**config.mk**
```make
export PLATFORM = sky130hd
export DESIGN_NAME = ram_arbiter
export DESIGN_NICKNAME = d
export VERILOG_FILES = /design/src/rtl/ram_arbiter.sv
export SDC_FILE = /design/constraint.sdc
export NUM_CORES = 1
export LEC_CHECK = 0
export ABC_AREA = 1
export CORE_ASPECT_RATIO = 0.5
export CORE_MARGIN = 3
export CORE_UTILIZATION = 47
export CTS_CLUSTER_SIZE = 28
export DETAILED_ROUTE_END_ITERATION = 10
export PLACE_DENSITY = 0.87
export SKIP_CTS_REPAIR_TIMING = 1
export SYNTH_ARGS = -nofsm -noshare
export SYNTH_HDL_FRONTEND = slang
export SYNTH_SLANG_ARGS = --single-unit
```
**constraint.sdc**
```tcl
create_clock -name clk -period 3 [get_ports clk]
set_clock_uncertainty 0.15 [all_clocks]
set_input_delay 0.9 -clock clk [delete_from_list [all_inputs] [get_ports clk]]
set_output_delay 0.9 -clock clk [all_outputs]
set_load 0.005 [all_outputs]
```
**src/rtl/ram_arbiter.sv**
```systemverilog
// ============================================================================
// Module   : ram_arbiter
// Brief    : Round-robin req/gnt arbiter sharing one small RAM between two
//            requesters (A: button capture, B: LED playback).
// Revision : 1.0  initial release
// ============================================================================
`timescale 1ns/1ps
`default_nettype none

module ram_arbiter #(
    parameter int ADDR_W = 2,
    parameter int DATA_W = 8
) (
    input  logic              clk,
    input  logic              reset,
    input  logic              a_req,
    input  logic              b_req,
    input  logic              a_we,
    input  logic              b_we,
    input  logic [ADDR_W-1:0] a_addr,
    input  logic [ADDR_W-1:0] b_addr,
    input  logic [DATA_W-1:0] a_wdata,
    input  logic [DATA_W-1:0] b_wdata,
    output logic              a_gnt,
    output logic              b_gnt,
    output logic              a_rvalid,
    output logic              b_rvalid,
    output logic [DATA_W-1:0] a_rdata,
    output logic [DATA_W-1:0] b_rdata,
    output logic              ram_read,
    output logic              ram_write,
    output logic [ADDR_W-1:0] ram_read_addr,
    output logic [ADDR_W-1:0] ram_write_addr,
    output logic [DATA_W-1:0] ram_write_data,
    input  logic [DATA_W-1:0] ram_read_data,
    output logic [7:0]        collisions
);

    localparam logic [1:0] C_IDLE  = 2'd0;
    localparam logic [1:0] C_ISSUE = 2'd1;
    localparam logic [1:0] C_RDATA = 2'd2;

    logic [1:0]        state_q, state_d;
    logic              win_b_q, win_b_d;
    logic              we_q, we_d;
    logic              last_b_q, last_b_d;
    logic [7:0]        coll_q, coll_d;
    logic [ADDR_W-1:0] ra_q, ra_d;
    logic [ADDR_W-1:0] wa_q, wa_d;
    logic [DATA_W-1:0] wd_q, wd_d;
    logic [DATA_W-1:0] a_rdata_q, a_rdata_d;
    logic [DATA_W-1:0] b_rdata_q, b_rdata_d;
    logic              a_rvalid_q, a_rvalid_d;
    logic              b_rvalid_q, b_rvalid_d;

    // B wins when it is the only requester, or on contention when A was granted last
    logic              w_pick_b;
    logic              w_sel_we;
    logic [ADDR_W-1:0] w_sel_addr;
    logic [DATA_W-1:0] w_sel_wdata;
    logic              w_issue;

    assign w_pick_b    = b_req & (~a_req | ~last_b_q);
    assign w_sel_we    = w_pick_b ? b_we    : a_we;
    assign w_sel_addr  = w_pick_b ? b_addr  : a_addr;
    assign w_sel_wdata = w_pick_b ? b_wdata : a_wdata;

    always_comb begin
        state_d    = state_q;
        win_b_d    = win_b_q;
        we_d       = we_q;
        last_b_d   = last_b_q;
        coll_d     = coll_q;
        ra_d       = ra_q;
        wa_d       = wa_q;
        wd_d       = wd_q;
        a_rdata_d  = a_rdata_q;
        b_rdata_d  = b_rdata_q;
        a_rvalid_d = 1'b0;
        b_rvalid_d = 1'b0;
        case (state_q)
            C_IDLE: begin
                if (a_req && b_req && (coll_q != 8'hFF)) begin
                    coll_d = coll_q + 8'd1;
                end
                if (a_req || b_req) begin
                    win_b_d  = w_pick_b;
                    last_b_d = w_pick_b;
                    we_d     = w_sel_we;
                    // Address/data registers double as the held RAM-side outputs
                    if (w_sel_we) begin
                        wa_d = w_sel_addr;
                        wd_d = w_sel_wdata;
                    end else begin
                        ra_d = w_sel_addr;
                    end
                    state_d = C_ISSUE;
                end
            end
            C_ISSUE: begin
                state_d = we_q ? C_IDLE : C_RDATA;
            end
            C_RDATA: begin
                if (win_b_q) begin
                    b_rdata_d  = ram_read_data;
                    b_rvalid_d = 1'b1;
                end else begin
                    a_rdata_d  = ram_read_data;
                    a_rvalid_d = 1'b1;
                end
                state_d = C_IDLE;
            end
            default: begin
                state_d = C_IDLE;
            end
        endcase
    end

    always_ff @(posedge clk or posedge reset) begin
        if (reset) begin
            state_q    <= C_IDLE;
            win_b_q    <= 1'b0;
            we_q       <= 1'b0;
            last_b_q   <= 1'b1;
            coll_q     <= 8'd0;
            ra_q       <= '0;
            wa_q       <= '0;
            wd_q       <= '0;
            a_rdata_q  <= '0;
            b_rdata_q  <= '0;
            a_rvalid_q <= 1'b0;
            b_rvalid_q <= 1'b0;
        end else begin
            state_q    <= state_d;
            win_b_q    <= win_b_d;
            we_q       <= we_d;
            last_b_q   <= last_b_d;
            coll_q     <= coll_d;
            ra_q       <= ra_d;
            wa_q       <= wa_d;
            wd_q       <= wd_d;
            a_rdata_q  <= a_rdata_d;
            b_rdata_q  <= b_rdata_d;
            a_rvalid_q <= a_rvalid_d;
            b_rvalid_q <= b_rvalid_d;
        end
    end

    assign w_issue        = (state_q == C_ISSUE);
    assign a_gnt          = w_issue & ~win_b_q;
    assign b_gnt          = w_issue &  win_b_q;
    assign ram_write      = w_issue &  we_q;
    assign ram_read       = w_issue & ~we_q;
    assign ram_read_addr  = ra_q;
    assign ram_write_addr = wa_q;
    assign ram_write_data = wd_q;
    assign a_rdata        = a_rdata_q;
    assign b_rdata        = b_rdata_q;
    assign a_rvalid       = a_rvalid_q;
    assign b_rvalid       = b_rvalid_q;
    assign collisions     = coll_q;

endmodule

`default_nettype wire

```
==> Yosys cells after proc, flatten, opt, wreduce, memory -nomap -nowiden <==
Index checks and enable logic that the tools add are counted.
Widths: inputs -> output; s select.
{ "word_totals": {"ff_bits": 43, "inputBits": 34, "out_inout_bits": 42} }
{ "classes": {"addsub": 1, "eq_ne": 4, "n_mux": 10, "bitwise_logic": 11, "reduce_logical": 10} }
{ "op_table": {"columns": ["cell", "count"], "rows": [
  ["$add 8x1->8 const B", 1],
  ["$mux 8", 1],
  ["$ne 8x8->1 const B", 1],
  ["$reduce_and 2->1", 4],
  ["$mux 2", 3],
  ["$reduce_and 3->1", 2],
  ["$and 1x1->1", 5],
  ["$mux 1", 5],
  ["$not 1->1", 5],
  ["$pmux 2 s2", 1],
  ["$eq 2x1->1 const B", 1],
  ["$eq 2x2->1 const B", 1],
  ["$logic_and 1x1->1", 2],
  ["$logic_not 2->1", 1],
  ["$ne 2x2->1 const B", 1],
  ["$logic_or 1x1->1", 1],
  ["$or 1x1->1", 1]
]} }

==> Logic depth before layout (Yosys ltp) <==
Gate-level depths: netlist of the first run.
{ "logic_depth": {"depth_word": 6, "depth_mapped": 9, "depth_no_buf": 8} }

==> Least setup slack after synthesis of the first run <==
OpenSTA, ideal clock, no wires.
{ "synth_timing": {"kind": "input to register", "start": "in a_req", "end": "reg wd_q[4] (netlist: ram_write_data[4])", "setup_time_ns": 0.116, "arrival_time_ns": 1.474, "required_ns": 2.734, "slack_ns": 1.260, "path_stages": 9, "n_path_buf": 1, "path_cell_list": "nand2_1 -> nand2_2 -> inv_2 -> nand2_1 -> nand2_1 -> nand2_2 -> buf_6 -> nand2_1 -> nand2_1"} }
{ "synth_via": {"elab_chain_len": 5} }
{ "synth_lines": {"columns": ["element", "line_no", "source"], "rows": [
  ["start: declaration", "16", "input logic a_req,"],
  ["$not 1->1", "63", "assign w_pick_b = b_req & (~a_req | ~last_b_q);"],
  ["$or 1x1->1", "63", null],
  ["$and 1x1->1", "63", null],
  ["$mux 1", "64", "assign w_sel_we = w_pick_b ? b_we : a_we;"],
  ["$reduce_and 3->1 (no line)", null, null],
  ["end signal: assignment", "141", "wd_q <= wd_d;"],
  ["end: declaration", "50", "logic [DATA_W-1:0] wd_q, wd_d;"]
]} }
Parallel ways exist; a longest one is shown, timed or not.
A chain may end at the register's enable or synchronous reset.

==> Worst setup path after layout of the first run <==
{ "layout_timing": {"start": "reg state_q[1]", "end": "out a_gnt"} }
{ "layout_via": {"elab_chain_len": 2} }
{ "layout_lines": {"columns": ["element", "line_no", "source"], "rows": [
  ["start: declaration", "43", "logic [1:0] state_q, state_d;"],
  ["start signal: assignment", "134", "state_q <= state_d;"],
  ["$eq 2x1->1", "149", "assign w_issue = (state_q == C_ISSUE);"],
  ["$and 1x1->1", "150", "assign a_gnt = w_issue & ~win_b_q;"],
  ["end: declaration", "24", "output logic a_gnt,"]
]} }
No other way between the ends.

==> results.md, run 1 <==
Worst setup path:
- The worst setup path is launched from a flip-flop.
- The depth of the most critical reg-to-reg path is 7.
- For the worst setup path, the data arrival time is 1.52 ns.
- Walking the worst path, the cells encountered are inv_1 -> nand2_1 -> nor2_1 -> clkdlybuf4s50_1.
- On the worst path, the slowest cell contributes a delay of 0.51 ns.
- The critical path is of the flip-flop to output pin type.
- The slowest stage of the critical path belongs to the cell sky130_fd_sc_hd__clkdlybuf4s50_1.
- In this run the worst path has a maximum fanout of 5.
- The kind of capture point of the worst setup path is an output pin.
- The required time of the critical path is 1.95 ns.

Timing:
- The final-report max-slew violation count is 0.
- Setup slack on the critical path of the routed design comes to 0.428 ns.
- The final number of setup-violating endpoints is 0.
- Setup repair after global routing left no endpoint under its margin.
- The tightest hold path in the finished design has a slack of 0.298 ns.
- Measured against its own limit, the worst slew margin works out to 0.514.
- The final critical-path share of the clock period is 0.857.
- The final count of hold timing violations came to 0.
- The clock period minus final worst setup slack is 2.57 ns.
- The worst-margin pin slew is 0.725 ns.
- The setup TNS is 0 ns.
- The highest clock frequency the design can meet is 0.389 GHz.

Power and ir drop:
- IR analysis of the VDD net gives a maximum drop of 0.000315 V.
- In this run the power spent charging and discharging nets is 0.816 mW.
- Internal power comes to 1.58 mW.
- The power share of the sequential group is 0.411.
- The leakage power figure is 1.43 nW.
- The part of the power in combinational logic is 0.434.
- The clock network power share is 0.155.
- The power density normalized to cell area is 832 nW/um^2.
- The total power after layout is 2.40 mW.
- The net switching share of the total power is 0.340.

Run:
- Max-cap violations in this run came to 0.

CTS:
- The clock sink count is 43.
- The maximum count of clock buffers along a single path is 2.
- The cell at the root of the clock tree is sky130_fd_sc_hd__clkbuf_8.
- The clock insertion delay at the later pin of the skew report is 0.29 ns.
- CTS built an H-tree with a depth of 2.
- TritonCTS built the clock tree.
- Clock-pin slew was measured on the worst setup and hold paths at 0.08 ns.
- Buffers inserted during clock tree synthesis total 5.

Synthesis:
- The total nets after synthesis is 286.
- The top cell type's share of synthesized area is 0.522.
- The complex-gate fraction of the synthesized area came to 0.0571.
- Of the total synthesized cell area, the portion taken by XOR and XNOR cells is 0.0130.
- Of the total synthesized cell area, the portion taken by full adders, half adders and majority gates is 0.00621.
- The number of distinct library cell variants in the gate-level netlist after synthesis is 22.
- By area, the combinational part of the netlist is dominated by simple AND/OR/NAND/NOR gates.
- After synthesis the netlist holds a flip-flop and latch count of 43.
- The register area share after synthesis is 0.535.
- Measured against the total synthesized area, the mux share comes to 0.
- By area the synthesized netlist is led by sky130_fd_sc_hd__dfrtp_1, sky130_fd_sc_hd__nand2_1, sky130_fd_sc_hd__o21ai_0.
- Synthesis handed over a netlist of 251 instances.
- The biggest area consumer among synthesized cells is sky130_fd_sc_hd__dfrtp_1.
- Summing every instance area after synthesis gives 2010 um^2.
- Of the total synthesized cell area, the portion taken by AND, OR, NAND and NOR gates is 0.317.
- For this run, the number of Yosys warnings is 0.
- Averaged over all synthesized cells, the footprint is 8.03 um^2.

Die:
- Measured along the x axis, the die boundary spans 98.6 um.
- Pin placement for this block handled 76 I/O pins.
- After floorplanning, the core was sized to cover 4000 um^2.
- The die covers 5160 um^2.
- The floorplan has 16 rows.
- For this configuration, the core starts out at a cell density of 0.503.
- The die extent in y is 52.3 um.

Finish:
- The count of cells in the finished layout, fillers not included, comes to 381.
- The net total in the final layout is 362.
- Counting the fill cells in the layout gives 315.
- The fraction of layout instances using a drive strength above 1 is 0.0612.
- 0 antenna diodes ended up in the layout.
- The synthesis-to-finish area growth is 43.2%.

Detailed routing:
- Summing over every cut layer, the via total after detailed routing is 1870.
- The routed wirelength normalized by instance count is 12.2 um.
- The count of nets left with antenna violations once routing finished came out at 0.
- Before antenna repair, the detailed router went through 4 iterations.
- The violation count after the first detailed-route iteration is 75.
- The per-cell via count in the routed design is 4.91.
- The wire length after detailed routing is 4.63 mm.
- For this run, design rule violations remaining after detail routing come to 0.

Global route:
- The number of antenna violations at the first check in global routing is 0.
- The maximum number of pins on one net before global-route repair is 25.
- The number of global-route vias before repair is 1750.
- The global-route wire length before repair is 7.82 mm.
- The remaining global-route overflow is 0.
- The total global routing track utilization is 0.194.

Placed design:
- The number of cells after detailed placement is 374.
- OpenSTA, run right after detailed placement, puts the worst setup slack at 0.201 ns.
- The final weighted congestion of routability-driven global placement is 0.824.
- The number of buffers added on ports is 75.
- The sum of net half-perimeters after detailed placement is 3.56 mm.

Hold path:
- Along the worst hold path, the cell count comes to 1.
- The path category of the worst min-delay check is flip-flop to flip-flop.

Run status:
- The flow ran to the end, and the final reports show no timing, DRC or antenna violations.
## worst max-delay path, delay by kind of cell, from the launching register on
family                 cells  cell delay [ns]
buffers and inverters      2             0.60
flip-flops                 1             0.39
AND/OR/NAND/NOR            2             0.23
## path summary, 6_finish.rpt
check                                 from           endpoint  slack (ns)
worst min-delay path                  we_q         state_q[1]        0.30
worst max register to register    last_b_q               we_q        1.10
worst max-delay path            state_q[1]              a_gnt        0.43
min in group asynchronous            reset  ram_write_addr[0]        0.80
worst min register to register        we_q         state_q[1]        0.30
max in group asynchronous            reset         b_rdata[6]        1.40
## kinds of logic (layout without fill, tap and decap cells)
| kind of cell | count (synthesis) | count (layout) |
|---|---|---|
| buffers and inverters | 31 | 107 |
| DFF | 43 | 43 |
| adders and majority gates | 1 | 1 |
| AOI/OAI and AO/OA | 23 | 23 |
| xor gates and xnor gates | 3 | 3 |
| and+or+nand+nor | 150 | 150 |
## placed cells by master, fill, tap and decap left out
master / netlist / routed
sky130_fd_sc_hd__dfrtp_1: 42 / 42
sky130_fd_sc_hd__xor2_1: 2 / 2
sky130_fd_sc_hd__nor3_1: 1 / 1
sky130_fd_sc_hd__buf_12: 0 / 1
sky130_fd_sc_hd__nor2_4: 2 / 2
sky130_fd_sc_hd__clkdlybuf4s50_1: 0 / 75
sky130_fd_sc_hd__ha_1: 1 / 1
sky130_fd_sc_hd__a21oi_1: 1 / 1
sky130_fd_sc_hd__inv_1: 22 / 21
sky130_fd_sc_hd__nand2_2: 5 / 5
sky130_fd_sc_hd__dfstp_2: 1 / 1
sky130_fd_sc_hd__clkbuf_8: 0 / 6
sky130_fd_sc_hd__xnor2_1: 1 / 1
sky130_fd_sc_hd__nand3_1: 17 / 17
sky130_fd_sc_hd__clkinv_2: 0 / 1
sky130_fd_sc_hd__inv_2: 2 / 2
sky130_fd_sc_hd__nand3_4: 1 / 1
sky130_fd_sc_hd__nor2_1: 10 / 10
sky130_fd_sc_hd__nor2_2: 1 / 1
sky130_fd_sc_hd__clkinv_1: 0 / 1
sky130_fd_sc_hd__nand2_1: 110 / 110
sky130_fd_sc_hd__o21ai_0: 22 / 22
sky130_fd_sc_hd__nand3b_1: 1 / 1
sky130_fd_sc_hd__nand4_1: 2 / 2
## per-stage QoR
| stage | utilization | instance area [um^2] |
|---|---|---|
| detailed placement | 0.699 | 2800 |
| finish | 0.721 | 2890 |
| global route | 0.721 | 2890 |
| floorplan | - | 2010 |
| global placement | 0.699 | 2800 |
| CTS | 0.721 | 2890 |
## area by class of cell
| type | count | area (um^2) | area share |
|---|---|---|---|
| Clock buffer | 6 | 82.6 | 0.0286 |
| Multi-Input combinational cell | 177 | 792 | 0.275 |
| Timing Repair Buffer | 76 | 771 | 0.267 |
| Clock inverter | 1 | 5.00 | 0.00173 |
| Sequential cell | 43 | 1080 | 0.373 |
| Inverter | 24 | 90.1 | 0.0312 |
| Tap cell | 54 | 67.6 | 0.0234 |
## registers in the layout, summed over array words and instances (netlist names)
register / flops
last_b_q: 1
b_rvalid: 1
we_q: 1
a_rvalid: 1
state_q: 2
ram_write_data: 8
b_rdata: 8
ram_read_addr: 2
collisions: 8
a_rdata: 8
ram_write_addr: 2
win_b_q: 1
## metal layers
layer / vias up / routed length (um) / GRT usage
met5: - / 0 / 0
met4: 0 / 95 / 0.0884
met3: 8 / 286 / 0.0412
met2: 66 / 2240 / 0.333
met1: 866 / 2010 / 0.240
li1: 930 / - / -
## power groups by stage
stage               clock, mW  combinational [mW]  sequential (mW)
floorplan                   0               0.453            0.989
global placement            0                1.01            0.987
detailed placement          0                1.05            0.993
CTS                     0.375                1.06            0.987
global route            0.396                1.17             1.02
finish                  0.373                1.04            0.986
## synth_stat cells, drive strengths merged
library cell,n
ha,1
xor2,2
nand2,115
nor3,1
dfstp,1
nand3,18
a21oi,1
nand3b,1
dfrtp,42
nand4,2
buf,7
inv,24
xnor2,1
o21ai,22
nor2,13
No activity file was read; power rests on OpenSTA's default activity.
==> run 2: changes to the inputs <==
--- a/config.mk
+++ b/config.mk
@@ -9,6 +9,7 @@
 export CORE_ASPECT_RATIO = 0.5
 export CORE_MARGIN = 3
 export CORE_UTILIZATION = 47
+export CTS_CLUSTER_DIAMETER = 120
 export CTS_CLUSTER_SIZE = 28
 export DETAILED_ROUTE_END_ITERATION = 10
 export PLACE_DENSITY = 0.87
==> results of run 2 <==
The final DEF is identical to that of run 1; final timing and power are the same.
